**src/rtl/logic_unit_pkg.sv**
```systemverilog
// logic_unit_pkg: operation encodings and small helpers shared by the
// multi-input logic unit and its reduction datapath.
package logic_unit_pkg;

  localparam int MODE_W    = 3;
  localparam int N_IN_MIN  = 2;
  localparam int N_IN_MAX  = 16;

  typedef enum logic [MODE_W-1:0] {
    MODE_AND  = 3'd0,
    MODE_OR   = 3'd1,
    MODE_NAND = 3'd2,
    MODE_NOR  = 3'd3,
    MODE_XOR  = 3'd4,
    MODE_XNOR = 3'd5,
    MODE_PASS = 3'd6,
    MODE_RSVD = 3'd7
  } mode_e;

  function automatic logic isReserved(input logic [MODE_W-1:0] mode);
    return (mode == MODE_RSVD);
  endfunction

endpackage

```
**src/rtl/logic_reduce.sv**
```systemverilog
// logic_reduce: purely combinational per-lane reduction of N_IN operands.
// Each bit lane is reduced independently across all inputs.
module logic_reduce
  import logic_unit_pkg::*;
#(
  parameter int N_IN  = 3,
  parameter int WIDTH = 1
) (
  input  logic [N_IN*WIDTH-1:0] data,
  input  logic [MODE_W-1:0]     mode,
  output logic [WIDTH-1:0]      result,
  output logic                  err
);

  logic [WIDTH-1:0] andAll;
  logic [WIDTH-1:0] orAll;
  logic [WIDTH-1:0] xorAll;

  // Fold every input into lane-wise AND, OR and XOR accumulators.
  always_comb begin
    andAll = '1;
    orAll  = '0;
    xorAll = '0;
    for (int k = 0; k < N_IN; k++) begin
      andAll = andAll & data[k*WIDTH +: WIDTH];
      orAll  = orAll  | data[k*WIDTH +: WIDTH];
      xorAll = xorAll ^ data[k*WIDTH +: WIDTH];
    end
  end

  // Pick the requested operation; the reserved code yields zero and flags err.
  always_comb begin
    result = '0;
    err    = 1'b0;
    case (mode)
      MODE_AND:  result = andAll;
      MODE_OR:   result = orAll;
      MODE_NAND: result = ~andAll;
      MODE_NOR:  result = ~orAll;
      MODE_XOR:  result = xorAll;
      MODE_XNOR: result = ~xorAll;
      MODE_PASS: result = data[WIDTH-1:0];
      MODE_RSVD: begin
        result = '0;
        err    = isReserved(mode);
      end
      default: begin
        result = '0;
        err    = 1'b1;
      end
    endcase
  end

endmodule

```
**src/rtl/multi_input_logic_unit.sv**
```systemverilog
// multi_input_logic_unit: registered N-input logic reduction with a
// valid/ready handshake, a one-entry skid buffer behind the output register,
// and a saturating counter of delivered results that changed value.
module multi_input_logic_unit
  import logic_unit_pkg::*;
#(
  parameter int N_IN  = 3,
  parameter int WIDTH = 1,
  parameter int CNT_W = 16
) (
  input  logic                   clk,
  input  logic                   rst_n,
  input  logic                   in_valid,
  output logic                   in_ready,
  input  logic [N_IN*WIDTH-1:0]  in_data,
  input  logic [MODE_W-1:0]      in_mode,
  output logic                   out_valid,
  input  logic                   out_ready,
  output logic [WIDTH-1:0]       out_data,
  output logic                   out_err,
  input  logic                   cnt_clr,
  output logic [CNT_W-1:0]       change_cnt
);

  localparam logic [CNT_W-1:0] CNT_MAX = '1;

  logic [WIDTH-1:0] newData;
  logic             newErr;
  logic             transfer;
  logic             deliver;

  logic             outValid_q, outValid_d;
  logic [WIDTH-1:0] outData_q,  outData_d;
  logic             outErr_q,   outErr_d;
  logic             skidValid_q, skidValid_d;
  logic [WIDTH-1:0] skidData_q,  skidData_d;
  logic             skidErr_q,   skidErr_d;
  logic             inReady_q,   inReady_d;
  logic [WIDTH:0]   lastVal_q,   lastVal_d;
  logic [CNT_W-1:0] cnt_q,       cnt_d;
  logic [WIDTH:0]   deliveredVal;

  logic_reduce #(
    .N_IN  (N_IN),
    .WIDTH (WIDTH)
  ) u_reduce (
    .data   (in_data),
    .mode   (in_mode),
    .result (newData),
    .err    (newErr)
  );

  assign transfer     = in_valid & inReady_q;
  assign deliver      = outValid_q & out_ready;
  assign deliveredVal = {outErr_q, outData_q};

  // Move results between input, skid entry and output register; the skid
  // entry always drains into the output register before new data does.
  always_comb begin
    outValid_d  = outValid_q;
    outData_d   = outData_q;
    outErr_d    = outErr_q;
    skidValid_d = skidValid_q;
    skidData_d  = skidData_q;
    skidErr_d   = skidErr_q;
    if (deliver) begin
      if (skidValid_q) begin
        outValid_d = 1'b1;
        outData_d  = skidData_q;
        outErr_d   = skidErr_q;
        if (transfer) begin
          skidValid_d = 1'b1;
          skidData_d  = newData;
          skidErr_d   = newErr;
        end else begin
          skidValid_d = 1'b0;
        end
      end else if (transfer) begin
        outValid_d = 1'b1;
        outData_d  = newData;
        outErr_d   = newErr;
      end else begin
        outValid_d = 1'b0;
      end
    end else if (transfer) begin
      if (!outValid_q) begin
        outValid_d = 1'b1;
        outData_d  = newData;
        outErr_d   = newErr;
      end else begin
        skidValid_d = 1'b1;
        skidData_d  = newData;
        skidErr_d   = newErr;
      end
    end
    inReady_d = ~skidValid_d;
  end

  // Track the last delivered value and count deliveries that changed it.
  always_comb begin
    lastVal_d = lastVal_q;
    cnt_d     = cnt_q;
    if (deliver) begin
      lastVal_d = deliveredVal;
      if ((deliveredVal != lastVal_q) && (cnt_q != CNT_MAX)) begin
        cnt_d = cnt_q + 1'b1;
      end
    end
    if (cnt_clr) begin
      cnt_d = '0;
    end
  end

  // Register all state; reset empties both entries and holds off new input.
  always_ff @(posedge clk) begin
    if (!rst_n) begin
      outValid_q  <= 1'b0;
      outData_q   <= '0;
      outErr_q    <= 1'b0;
      skidValid_q <= 1'b0;
      skidData_q  <= '0;
      skidErr_q   <= 1'b0;
      inReady_q   <= 1'b0;
      lastVal_q   <= '0;
      cnt_q       <= '0;
    end else begin
      outValid_q  <= outValid_d;
      outData_q   <= outData_d;
      outErr_q    <= outErr_d;
      skidValid_q <= skidValid_d;
      skidData_q  <= skidData_d;
      skidErr_q   <= skidErr_d;
      inReady_q   <= inReady_d;
      lastVal_q   <= lastVal_d;
      cnt_q       <= cnt_d;
    end
  end

  assign in_ready   = inReady_q;
  assign out_valid  = outValid_q;
  assign out_data   = outData_q;
  assign out_err    = outErr_q;
  assign change_cnt = cnt_q;

endmodule

```
**config.mk**
```make
export PLATFORM = sky130hd
export DESIGN_NAME = multi_input_logic_unit
export DESIGN_NICKNAME = d
export VERILOG_FILES = /design/src/rtl/logic_unit_pkg.sv /design/src/rtl/logic_reduce.sv /design/src/rtl/multi_input_logic_unit.sv
export SDC_FILE = /design/constraint.sdc
export NUM_CORES = 1
export LEC_CHECK = 0
export BUFFER_PORTS_ARGS = -buffer_cell sky130_fd_sc_hd__buf_4
export CAP_MARGIN = 40
export CORE_MARGIN = 3
export CORE_UTILIZATION = 48
export CTS_CLUSTER_DIAMETER = 100
export CTS_CLUSTER_SIZE = 8
export DETAILED_ROUTE_END_ITERATION = 10
export HOLD_SLACK_MARGIN = 0.15
export PLACE_DENSITY_LB_ADDON = 0.15
export SYNTH_ARGS = -nofsm -noshare
export SYNTH_HDL_FRONTEND = slang
export SYNTH_SLANG_ARGS = --single-unit
```
**constraint.sdc**
```tcl
create_clock -name clk -period 1.8 [get_ports clk]
set_input_delay 0.54 -clock clk [delete_from_list [all_inputs] [get_ports clk]]
set_output_delay 0.54 -clock clk [all_outputs]
set_load 0.005 [all_outputs]
```
==> flow_summary_export.csv <==
group,metric,value,unit
outcome,outcome,"finished, final reports clean",
worst_setup_path,cp.required,2.03,ns
timing,worstMarginPinSlew,0.477,ns
clock_network,clockBufferDepth,2,
placed_design,gp_congestion,0.816,
die,core,2590,um^2
drt,highest_layer,"met4",
power,leakage,0.740,nW
timing,setup-violations-final,0,
die,placementRows,18,
logic_synthesis,yosys_warnings,0,
grt,grt_pass1_vias,1176,
clock_network,cts.sink_count,25,
layout,largest_register_ffs,16,
clock_network,clock_latency,0.32,ns
layout,drive_gt1_frac,0.278,
die,dieHeight,59.3,um
power,power_density,551,nW/um^2
worst_setup_path,crit_fanout,10,
worst_setup_path,arrival,1.85,ns
drt,antenna_left,0,
logic_synthesis,async_flop_share,0,
drt,drcViolationCount,0,
worst_setup_path,worstSetupPathType,"flip-flop to flip-flop",
logic_synthesis,synthFlopType,"dfxtp_1",
drt,drt_iter0_markers,72,
worst_setup_path,cp_slowest_stage_delay,0.41,ns
clock_network,cts-root-buf,"clkbuf_4",
timing,timing.final.crit_period,1.62,ns
logic_synthesis,synthDistinctLibCells,37,
drt,wl,2970,um
logic_synthesis,synth-seq-cells,25,
placed_design,post-dp-hpwl,2240,um
drt,drt_pass1_iterations,4,
timing,rsz0062_at_grt,"false",
layout,syn2layout_area_growth,26.6,%
logic_synthesis,synth_edf_count,0,
timing,relSlewSlack,0.680,
timing,fin_crit_sh,0.898,
layout,fin_nets,209,
logic_synthesis,synth_fa_ha_area_frac,0.0275,
die,die_x,59.3,um
layout,fin_area,1730,um^2
timing,slew_viol_final,0,
power,p_total,0.952,mW
timing,finalHoldViolations,0,
timing,finalSetupTns,0,ns
logic_synthesis,yosysSeqAreaShare,0.367,
clock_network,htree_levels,1,
worst_setup_path,crit_chain,"and4_1 -> nand4_2 -> o21ai_2 -> mux2i_1 -> nor2_1",
drt,route.met2.wl,1520,um
placed_design,port_buffers,30,
grt,antenna_found_initial,0,
power,ir_drop,0.465,mV
logic_synthesis,synth_xor_area_frac,0.126,
clock_network,cts_resized,0,
clock_network,cts_buffers,3,
drt,vias,1279,
worst_setup_path,crit_slowest_cell,"dfxtp_1",
logic_synthesis,syn_inst,154,
die,dieArea,3520,um^2
logic_synthesis,synth-simple-area-share,0.240,
timing,fmax,619,MHz
timing,finalClockSkew,0.00712,ns
logic_synthesis,synth_top_family_by_area,"simple AND/OR/NAND/NOR gates",
drt,met1_length,1230,um
drt,wl_per_cell,13.3,um
layout,diodes,0,
placed_design,dpl-instance-area,1690,um^2
worst_setup_path,cp-start-kind,"flip-flop",
worst_setup_path,critPathCaptureType,"flip-flop",
logic_synthesis,synth_mux_area_frac,0.0302,
layout,fin_util,0.667,
flow_run,cap_violations,0,
grt,grtUsageTotal,0.180,
die,ios,31,
logic_synthesis,synth_area,1370,um^2
grt,grt_pass1_wl,4940,um
clock_network,clk_pin_slew,0.14,ns
logic_synthesis,synth_nets,168,
hold_path,hold_class,"input pin to flip-flop",
logic_synthesis,synth-compound-area-share,0.178,
clock_network,cts_hold_buf,0,
logic_synthesis,avgSynthCellArea,8.86,um^2
clock_network,cts_tree,"built",
grt,grt_max_degree,17,
drt,via_per_inst,5.71,
die,start_util,0.527,
drt,met3WireLength,181,um
grt,grt-ovfl-total,0,
clock_network,post_cts_buffers,0,
kinds of logic (layout without fill, tap and decap cells):
family | Yosys count | after routing
xor+xnor | 18 | 18
buf+inv | 11 | 51
flops | 25 | 25
simple gates | 63 | 63
mux | 4 | 4
compound gates | 30 | 30
fa+ha+maj | 3 | 3
stage by stage:
step / hold slack [ns] / setup slack (ns) / cells
floorplan: 0.456 / 0.0982 / 154
global placement: 0.464 / -0.0202 / 220
detailed placement: 0.470 / -0.0754 / 220
CTS: 0.427 / 0.133 / 224
global route: 0.422 / 0.0305 / 224
finish: 0.439 / 0.184 / 224
worst max-delay path: cells and delay by family, from the launching register on:
kind            cells  cell delay, ns
compound gates      1            0.27
mux                 1            0.23
simple gates        3            0.61
flops               1            0.41
layer usage:
metal | vias up | GRT usage
met2 | 42 | 0.307
li1 | 637 | -
met5 | - | 0
met3 | 4 | 0.0523
met4 | 0 | 0.0712
met1 | 596 | 0.209
final cells by class:
| class | instances | area [um^2] |
|---|---|---|
| Fill cell | 232 | 862 |
| Multi-Input combinational cell | 118 | 830 |
| Sequential cell | 25 | 500 |
| Timing Repair Buffer | 41 | 308 |
| Tap cell | 30 | 37.5 |
| Clock buffer | 3 | 22.5 |
| Inverter | 6 | 22.5 |
| Clock inverter | 1 | 7.51 |
placed cells by master, fill, tap and decap left out, drive strengths merged, types with 6 or more instances in the layout:
master	Yosys	final
xor2	15	15
nand4	7	7
nor2	20	20
buf	2	41
inv	6	6
dfxtp	25	25
nand2	10	10
nand3	7	7
o2111ai	6	6
synthesized netlist by cell type, types with 4 or more instances:
| master | number | area share |
|---|---|---|
| dfxtp_1 | 25 | 0.37 |
| nor2_1 | 20 | 0.055 |
| xor2_1 | 15 | 0.096 |
| nand2_1 | 10 | 0.028 |
| nand3_1 | 7 | 0.026 |
| inv_1 | 6 | 0.016 |
| nand4_1 | 6 | 0.028 |
| o2111ai_1 | 6 | 0.038 |
| and3_1 | 5 | 0.023 |
| o211ai_1 | 5 | 0.028 |
| a21oi_1 | 4 | 0.015 |
| and4_1 | 4 | 0.026 |
| o21ai_0 | 4 | 0.015 |
power by group:
group	internal, mW	leakage [nW]	switching, mW	total [mW]
logic	0.0609	0.524	0.0604	0.121
clock network	0.0849	0.0139	0.174	0.259
registers	0.562	0.202	0.00949	0.571
total	0.708	0.740	0.244	0.952
path summary, 6_finish.rpt:
kind                                 endpoint  slack, ns     startpoint  cells after the start
worst max-delay path            change_cnt[1]       0.18  change_cnt[6]                      5
worst min-delay path                 out_data       0.44       in_valid                      2
worst max register to register  change_cnt[1]       0.18  change_cnt[6]                      5
worst min register to register   lastVal_q[1]       0.48   lastVal_q[1]                      2
Power figures use the tool's default switching activity.
